File: src/rtl/drums_pkg.sv
// drums_pkg: shared constants for the Drums Hero score display (digit count, BCD limit, anode idle pattern)
package drums_pkg;
    localparam int         NUM_DIG   = 4;
    localparam logic [3:0] BCD_MAX   = 4'd9;
    localparam logic [3:0] ANODO_OFF = 4'b1111;
endpackage

File: src/rtl/marcador_bcd_multiplexado_if.sv
// marcador_bcd_multiplexado_if: score/display bus; master drives inc/clr, slave returns digit_out, anodo, score_bcd, saturado
interface marcador_bcd_multiplexado_if;
    logic        inc;
    logic        clr;
    logic [3:0]  digit_out;
    logic [3:0]  anodo;
    logic [15:0] score_bcd;
    logic        saturado;
    modport master (output inc, clr, input digit_out, anodo, score_bcd, saturado);
    modport slave  (input inc, clr, output digit_out, anodo, score_bcd, saturado);
endinterface

File: src/rtl/contador_bcd_digito.sv
// contador_bcd_digito: one BCD digit (clk, rst_n, en, clr, carry_in -> q[3:0], carry_out), wraps 9->0 with carry
module contador_bcd_digito
    import drums_pkg::*;
(
    input  logic       clk,
    input  logic       rst_n,
    input  logic       en,
    input  logic       clr,
    input  logic       carry_in,
    output logic [3:0] q,
    output logic       carry_out
);
    assign carry_out = en & carry_in & (q == BCD_MAX);
    always_ff @(posedge clk or negedge rst_n) begin
        if (!rst_n) q <= 4'd0;
        else if (clr) q <= 4'd0;
        else if (en & carry_in) q <= (q == BCD_MAX) ? 4'd0 : q + 4'd1;
    end
endmodule

File: src/rtl/marcador_bcd_multiplexado.sv
// marcador_bcd_multiplexado: saturating 4-digit BCD score counter with multiplexed display scan
// Ports: clk, rst_n (async active-low), bus.slave (inc, clr in; digit_out, anodo, score_bcd, saturado out)
module marcador_bcd_multiplexado
    import drums_pkg::*;
#(
    parameter int REFRESH_DIV = 50000,
    parameter bit BLANK_ZEROS = 1'b1
) (
    input logic                          clk,
    input logic                          rst_n,
    marcador_bcd_multiplexado_if.slave   bus
);
    localparam int CW = $clog2(REFRESH_DIV);
    logic [15:0]        w_score;
    logic [NUM_DIG:0]   w_c;
    logic               w_c_unused;
    logic               w_full;
    logic               w_tick;
    logic [3:1]         w_zero;
    logic [3:0]         w_blank;
    logic [CW-1:0]      r_cnt;
    logic [1:0]         r_idx;
    logic [3:0]         r_digit;
    logic [3:0]         r_anodo;
    logic               r_sat;
    assign w_c[0]     = 1'b1;
    assign w_c_unused = w_c[NUM_DIG];
    assign w_full     = (w_score == 16'h9999);
    assign w_tick     = (r_cnt == CW'(REFRESH_DIV - 1));
    // Counting is frozen at 9999 so the chain never wraps to 0000
    for (genvar d = 0; d < NUM_DIG; d++) begin : g_dig
        contador_bcd_digito u_dig (
            .clk       (clk),
            .rst_n     (rst_n),
            .en        (bus.inc & ~w_full),
            .clr       (bus.clr),
            .carry_in  (w_c[d]),
            .q         (w_score[4*d +: 4]),
            .carry_out (w_c[d+1])
        );
        if (d > 0) begin : g_z
            assign w_zero[d] = (w_score[4*d +: 4] == 4'd0);
        end
    end
    // A digit is a leading zero only if it and every digit above it are zero; units always lit
    assign w_blank[3] = BLANK_ZEROS & w_zero[3];
    assign w_blank[2] = w_blank[3] & w_zero[2];
    assign w_blank[1] = w_blank[2] & w_zero[1];
    assign w_blank[0] = 1'b0;
    always_ff @(posedge clk or negedge rst_n) begin
        if (!rst_n) begin
            r_cnt   <= '0;
            r_idx   <= 2'd0;
            r_digit <= 4'd0;
            r_anodo <= ANODO_OFF;
            r_sat   <= 1'b0;
        end else begin
            r_cnt   <= w_tick ? '0 : r_cnt + CW'(1);
            r_idx   <= w_tick ? r_idx + 2'd1 : r_idx;
            r_digit <= w_score[{r_idx, 2'b00} +: 4];
            r_anodo <= w_blank[r_idx] ? ANODO_OFF : ~(4'b0001 << r_idx);
            r_sat   <= bus.clr ? 1'b0 : (r_sat | (bus.inc & w_full));
        end
    end
    assign bus.score_bcd = w_score;
    assign bus.digit_out = r_digit;
    assign bus.anodo     = r_anodo;
    assign bus.saturado  = r_sat;
endmodule

File: src/flat_wrapper.sv
// flat-port wrapper written by rule: the top's interface ports become plain ports
module marcador_bcd_multiplexado_flat import drums_pkg::*;
#(
    parameter int REFRESH_DIV = 50000,
    parameter bit BLANK_ZEROS = 1'b1
)
  (clk, rst_n, bus_inc, bus_clr, bus_digit_out, bus_anodo, bus_score_bcd, bus_saturado);
  marcador_bcd_multiplexado_if bus_i ();
  input logic clk;
  input logic rst_n;
  input wire logic [$bits(bus_i.inc)-1:0] bus_inc;
  input wire logic [$bits(bus_i.clr)-1:0] bus_clr;
  output wire logic [$bits(bus_i.digit_out)-1:0] bus_digit_out;
  output wire logic [$bits(bus_i.anodo)-1:0] bus_anodo;
  output wire logic [$bits(bus_i.score_bcd)-1:0] bus_score_bcd;
  output wire logic [$bits(bus_i.saturado)-1:0] bus_saturado;
  assign bus_i.inc = bus_inc;
  assign bus_i.clr = bus_clr;
  assign bus_digit_out = bus_i.digit_out;
  assign bus_anodo = bus_i.anodo;
  assign bus_score_bcd = bus_i.score_bcd;
  assign bus_saturado = bus_i.saturado;
  marcador_bcd_multiplexado #(.REFRESH_DIV(REFRESH_DIV), .BLANK_ZEROS(BLANK_ZEROS)) u_core (.clk(clk), .rst_n(rst_n), .bus(bus_i));
endmodule
File: config.mk
export PLATFORM = sky130hd
export DESIGN_NAME = marcador_bcd_multiplexado_flat
export DESIGN_NICKNAME = d
export VERILOG_FILES = /design/src/rtl/drums_pkg.sv /design/src/rtl/marcador_bcd_multiplexado_if.sv /design/src/rtl/contador_bcd_digito.sv /design/src/rtl/marcador_bcd_multiplexado.sv /design/src/flat_wrapper.sv
export SDC_FILE = /design/constraint.sdc
export NUM_CORES = 1
export LEC_CHECK = 0
export BUFFER_PORTS_ARGS = -buffer_cell sky130_fd_sc_hd__buf_2
export CORE_ASPECT_RATIO = 1.25
export CORE_MARGIN = 3
export CORE_UTILIZATION = 62
export DETAILED_ROUTE_END_ITERATION = 8
export PLACE_DENSITY = 0.85
export SYNTH_ARGS = -nofsm -noshare
export SYNTH_HDL_FRONTEND = slang
export SYNTH_SLANG_ARGS = --single-unit
File: constraint.sdc
create_clock -name clk -period 4.4 [get_ports clk]
set_clock_uncertainty 0.05 [all_clocks]
set_input_delay 1.1 -clock clk [delete_from_list [all_inputs] [get_ports clk]]
set_output_delay 1.1 -clock clk [all_outputs]
set_load 0.005 [all_outputs]
==> impl_metrics.ini, run 1 <==
[grt]
grt_max_degree = 44
grt_pass1_wl_mm = 8.12
met1_usage_pct = 32.1
track_usage_pct = 25.2
grt_use_met2_pct = 40.3
grt_overflow = 0
top_usage_layer = met2
grt_pass1_vias = 1738
grt_antenna_before_repair = 0
gr-usage-met3_pct = 3.87

[finish]
regArea_um2 = 1080
fin_nets = 265
drive_gt1_share_pct = 19.9
area_growth_pct = 12.0
num-fill-cells = 256
multi_input_area_um2 = 1100
diodes = 0

[yosys]
async_reset_ff_share_pct = 100
yosysSeqAreaShare_pct = 47.6
synth_cell_type_count = 46
syn-num-nets = 235
netlist_instances = 215
yosysTopAreaCell = dfrtp_1
ys_ff_latch = 43
synth-edff-count = 0
synthFlopType = dfrtp_1
postSynthAreaPerCell_um2 = 10.6
synth-warning-count = 0
synth_area_leaders = dfrtp_1, ha_1, dfstp_2
synth_area_um2 = 2270
synth_top_area_share_pct = 43.0

[sta]
finalCriticalPeriod_ns = 2.17
slew_violations = 0
min_period_over_period_pct = 49.4
hold_viol_final = 0
worst_hold_slack_ns = 0.457
worstMarginPinSlew_ns = 0.939
fmax_ghz = 0.460
setup_viol = 0
setup-tns-final_ns = 0
relSlewSlack_pct = 37.4
rsz0062_at_grt = false

[setup_path]
cp.arrival_ns = 2.31
worstSetupPathType = reg2reg
crit_required_ns = 4.53
crit_path_end_kind = flop
r2r-end = u_core.r_cnt[12]
cp_max_fo = 13
reg2reg_slack_ns = 2.23
startpoint_type = flop
ff2ff_path_depth = 4
timing.rr.start = u_core.r_cnt[5]

[cts]
root_buffer = clkbuf_8
insertion_delay_ns = 0.30
ctsResizeCount = 0
cts_setup_buffers = 0
clockBufferDepth = 2
h-tree-depth = 2
cts_tree = built
clkTransAtPathRegs_ns = 0.08
clock_sinks = 43
cts_buffers = 5
postCtsHoldBufs = 0

[power_and_ir_drop]
pwr_density_cell_nw_per_um2 = 290
cellLeakagePower_nw = 1.18
vdd_ir_drop_max_mv = 0.454

[min_path]
holdCritPathClass = reg2reg
min-delay-start = u_core.r_cnt[7]
hold_end = u_core.r_cnt[7]
holdPathStages = 1

[die]
io_pins = 29
die_h_um = 73.7
num_rows = 23
coreArea_um2 = 3370
die_x_um = 60.1
start_util_pct = 67.5
dieArea_um2 = 4430

[flow_run]
maxCapViolCount = 0

[placement]
place.port_buffers = 28
dp_hpwl_mm = 3.27
routabilityCongestion = 0.873

[drt]
antenna_left = 0
dr.pass1.iters = 4
vias = 1765
drt_iter0_markers = 66
wl_mm = 4.75
avgViaCountPerCell = 6.24
wl_per_cell_um = 16.8
remaining_drc_errors = 0

[run_status]
status = finished, final reports clean
## per-layer routing
| layer | wire, µm | part of all wire [%] |
|---|---|---|
| met1 | 1920 | 40 |
| met2 | 2430 | 51 |
| met3 | 273 | 5.7 |
| met4 | 125 | 2.6 |
| met5 | 0 | 0 |
## report_power, final
| part | switching (mW) | leakage (nW) | internal, mW |
|---|---|---|---|
| sequential | 0.00490 | 0.569 | 0.399 |
| combinational | 0.0173 | 0.549 | 0.00844 |
| clock | 0.138 | 0.0581 | 0.169 |
| total | 0.161 | 1.18 | 0.576 |
## layout make-up
type                    instances  area share, %
flip-flops and latches         43           42.5
well taps                      37           1.82
clock buffers                   5           2.70
clock inverters                 3           1.72
multi-input cells             149           43.1
inverters                      18           2.65
repair buffers                 28           5.51
## state kept, by name (all words and copies together) (netlist names)
register and flops:
u_core.bus.saturado 1, u_core.bus.anodo 4, u_core.bus.digit_out 4, u_core.g_dig.u_dig.q 16, u_core.r_cnt 16, u_core.r_idx 2
## stage by stage
step	cells	area [µm²]	setup WS [ns]	utilization, %	power (mW)
2_1_floorplan	215	2270	2.25	-	0.421
6_report	283	2540	2.23	75.6	0.737
4_1_cts	283	2540	2.22	75.6	0.747
3_5_place_dp	275	2430	2.08	72.2	0.437
5_1_grt	283	2540	2.10	75.6	0.764
3_3_place_gp	275	2430	2.10	72.2	0.437
## kinds of logic (layout without fill, tap and decap cells)
| kind of cell | after synthesis | count (layout) | synth area share, % |
|---|---|---|---|
| compound gates | 30 | 30 | 8.54 |
| xor+xnor | 14 | 14 | 5.40 |
| fa+ha+maj | 16 | 16 | 8.81 |
| buf+inv | 23 | 54 | 4.13 |
| flops | 43 | 43 | 47.6 |
| mux | 6 | 6 | 5.07 |
| simple gates | 83 | 83 | 20.5 |
## how the worst max path moves through the flow
stage | to | depth (start not counted) | slack (ns) | from
2_1_floorplan | u_core.g_dig[3].u_dig.q[2] | 5 | 2.25 | bus_inc
3_3_place_gp | u_core.g_dig[3].u_dig.q[2] | 5 | 2.10 | bus_inc
3_5_place_dp | u_core.g_dig[1].u_dig.q[2] | 5 | 2.08 | bus_inc
4_1_cts | u_core.r_cnt[12] | 4 | 2.22 | u_core.r_cnt[5]
5_1_grt | u_core.r_cnt[12] | 4 | 2.10 | u_core.r_cnt[5]
6_report | u_core.r_cnt[12] | 4 | 2.23 | u_core.r_cnt[5]
## worst max-delay path, cell delays in order (launching register included)
cell     delay (ns)
dfrtp_1        0.44
or4b_4         0.55
nor4_4         0.67
nor2_1         0.08
mux2_4         0.28
## synthesized netlist by cell type, drive strengths merged (2+ instances only)
master / number
dfrtp: 39
nor2: 20
inv: 18
ha: 16
nand2: 16
a21oi: 13
nand3: 11
xnor2: 10
nor4: 6
nand4: 5
nor3: 5
dfstp: 4
mux4: 4
nand3b: 4
xor2: 4
a31oi: 3
clkbuf: 3
or3: 3
and3: 2
and3b: 2
buf: 2
o21ai: 2
or4bb: 2
## cells in the final DEF (no fill, tap or decap), types with 2 or more instances in the layout
| cell | instances |
|---|---|
| a21oi_1 | 13 |
| a31oi_1 | 3 |
| and3_1 | 2 |
| and3b_1 | 2 |
| buf_2 | 28 |
| clkbuf_8 | 5 |
| dfrtp_1 | 39 |
| dfstp_2 | 4 |
| ha_1 | 16 |
| inv_1 | 18 |
| mux4_2 | 4 |
| nand2_1 | 16 |
| nand3_1 | 11 |
| nand3b_1 | 4 |
| nand4_1 | 5 |
| nor2_1 | 20 |
| nor3_1 | 5 |
| nor4_1 | 5 |
| o21ai_0 | 2 |
| or3_1 | 3 |
| or4bb_1 | 2 |
| xnor2_1 | 10 |
| xor2_1 | 4 |
No activity file was read; power rests on OpenSTA's default activity.
==> run 2, diff against run 1 <==
CORE_UTILIZATION = 52   (was 62)
PLACE_DENSITY = 0.76   (was 0.85)
clock period = 1.8 ns   (was 4.4 ns; I/O delays follow)
==> run 2 against run 1 <==
The run now ends with negative setup slack left. First-iteration DRC count increased by 120%. Total power up 130%. Critical path depth unchanged. Cell area up 14%. Maximum frequency grew 21%. Worst setup slack lost 2.2 ns. Cell count grew 20%. Via count up 6.6%. Non-clock buffer count rose by 38. Sequential share of layout area down 5.3 points. Critical endpoint unchanged.
==> impl_metrics.ini, run 2 (same netlist as run 1, synthesis figures left out) <==
[sta]
setup_viol = 1
finalCriticalPeriod_ns = 1.80
rsz0062_at_grt = true
worst_hold_slack_ns = 0.0488
slew_violations = 0
fin_ws_ns = -0.00157
worstMarginPinSlew_ns = 0.350
relSlewSlack_pct = 76.5
hold_viol_final = 0
fmax_ghz = 0.555
min_period_over_period_pct = 100

[cts]
cts_buffers = 5
cts_tree = built
clkTransAtPathRegs_ns = 0.09
h-tree-depth = 2
root_buffer = clkbuf_8
clockBufferDepth = 2
clock_sinks = 43
insertion_delay_ns = 0.30

[setup_path]
crit_buf_inv = 0
ff2ff_path_depth = 4
crit_path_end_kind = flop
worstPathCellList = or4bb_4 > nor4_4 > nor2_1 > mux2_4
crit_required_ns = 1.95
slowest_stage = or4bb_4
cp.arrival_ns = 1.95
crit_cells = 4
startpoint_type = flop
crit_family = simple AND/OR/NAND/NOR gates
cp_max_fo = 5
crit_path_max_incr_delay_ns = 0.55
worstSetupPathType = reg2reg

[drt]
vias = 1882
avgViaCountPerCell = 5.54
wl_per_cell_um = 15.1
antenna_left = 0
remaining_drc_errors = 0
wl_mm = 5.12
drt_iter0_markers = 148
dr.pass1.iters = 4

[die]
dieArea_um2 = 5200
num_rows = 26
start_util_pct = 54.6
io_pins = 29
die_x_um = 65.1
coreArea_um2 = 4160
die_h_um = 79.9

[finish]
fin_nets = 303
regArea_um2 = 1080
drive_gt1_share_pct = 35.6
num-fill-cells = 338
final_cell_mix = dfrtp_1, buf_4, buf_2
diodes = 0
multi_input_area_um2 = 1160
area_growth_pct = 28.0
fin_util_pct = 69.8
layout_commonest_cell = dfrtp_1
final_area_um2 = 2910
reg_top3 = u_core.g_dig.u_dig.q (16), u_core.r_cnt (16)

[power_and_ir_drop]
net-switching-power_mw = 0.418
pwr_density_cell_nw_per_um2 = 587
pwr-share-seq_pct = 57.5
switching_share_pct = 24.5
combPwrFrac_pct = 5.3
vdd_ir_drop_max_mv = 0.438
fin_total_pwr_mw = 1.71
cellLeakagePower_nw = 1.37
power.internal_mw = 1.29
pwr-share-clk_pct = 37.2

[grt]
grt_pass1_wl_mm = 8.78
grt_antenna_before_repair = 0
top_usage_layer = met2
grt_use_met2_pct = 40.8
gr-usage-met3_pct = 4.93
grt_pass1_vias = 1978
track_usage_pct = 22.0
grt_overflow = 0
grt_max_degree = 44
met1_usage_pct = 23.7

[placement]
place.port_buffers = 28
routabilityCongestion = 0.948
dp_hpwl_mm = 3.71
post_dp_cell_area_um2 = 2730

[min_path]
holdCritPathClass = in2async

[flow_run]
maxCapViolCount = 0

[run_status]
failed_checks = negative setup slack
status = finished, violations left
run 2: final cells by class:
type	count	share of cell area (%)
multi-input combinational	149	39.8
sequential	43	37.2
timing repair buffer	66	15.1
tap	56	2.41
clock buffer	5	2.37
inverter	18	2.32
clock inverter	3	0.818
run 2: metal layers:
metal | up-vias | part of all wire, %
met2 | 50 | 53
li1 | 902 | -
met5 | - | 0
met4 | 0 | 2.2
met1 | 920 | 41
met3 | 10 | 4.1
run 2: through the flow:
step / setup slack, ns / setup TNS (ns) / instances
final: -0.00157 / -0.00157 / 340
after global routing: -0.0789 / -0.429 / 340
after CTS: -0.00625 / -0.00625 / 340
after detailed placement: -0.0450 / -0.0578 / 329
after global placement: 0.0174 / 0 / 329
after floorplan: 0.0419 / 0 / 215
run 2: worst register-to-register path: stages, from the launching register on:
cell and delay, ns:
dfrtp_1 0.39, or4bb_4 0.55, nor4_4 0.38, nor2_1 0.07
mux2_4 0.26
run 2: worst paths after layout:
path | from | end | slack [ns]
worst max-delay path | u_core.r_cnt[10] | u_core.r_cnt[12] | -0.002
worst min-delay path | rst_n | u_core.r_cnt[9] | 0.05
worst max register to register | u_core.r_cnt[10] | u_core.r_cnt[12] | -0.002
worst min register to register | u_core.r_cnt[0] | u_core.r_cnt[0] | 0.45
max in group asynchronous | rst_n | u_core.bus.anodo[1] | 1.37
min in group clk | u_core.r_cnt[0] | u_core.r_cnt[0] | 0.45
run 2: timing repair:
| item | CTS | global route |
|---|---|---|
| cloned | 0 | 0 |
| pin swaps | 2 | 4 |
| gates resized for setup | 2 | 15 |
| endpoints found under the setup margin | 4 | 20 |
| hold buffers | 0 | 0 |
| setup buffers | 3 | 0 |
run 2: power groups by stage:
stage	Sequential [mW]	Clock (mW)	Combinational, mW
finish	0.981	0.635	0.0909
CTS	0.980	0.660	0.0880
detailed placement	0.999	0	0.0874
global route	0.983	0.697	0.103
floorplan	1.00	0	0.0249
global placement	0.999	0	0.0858
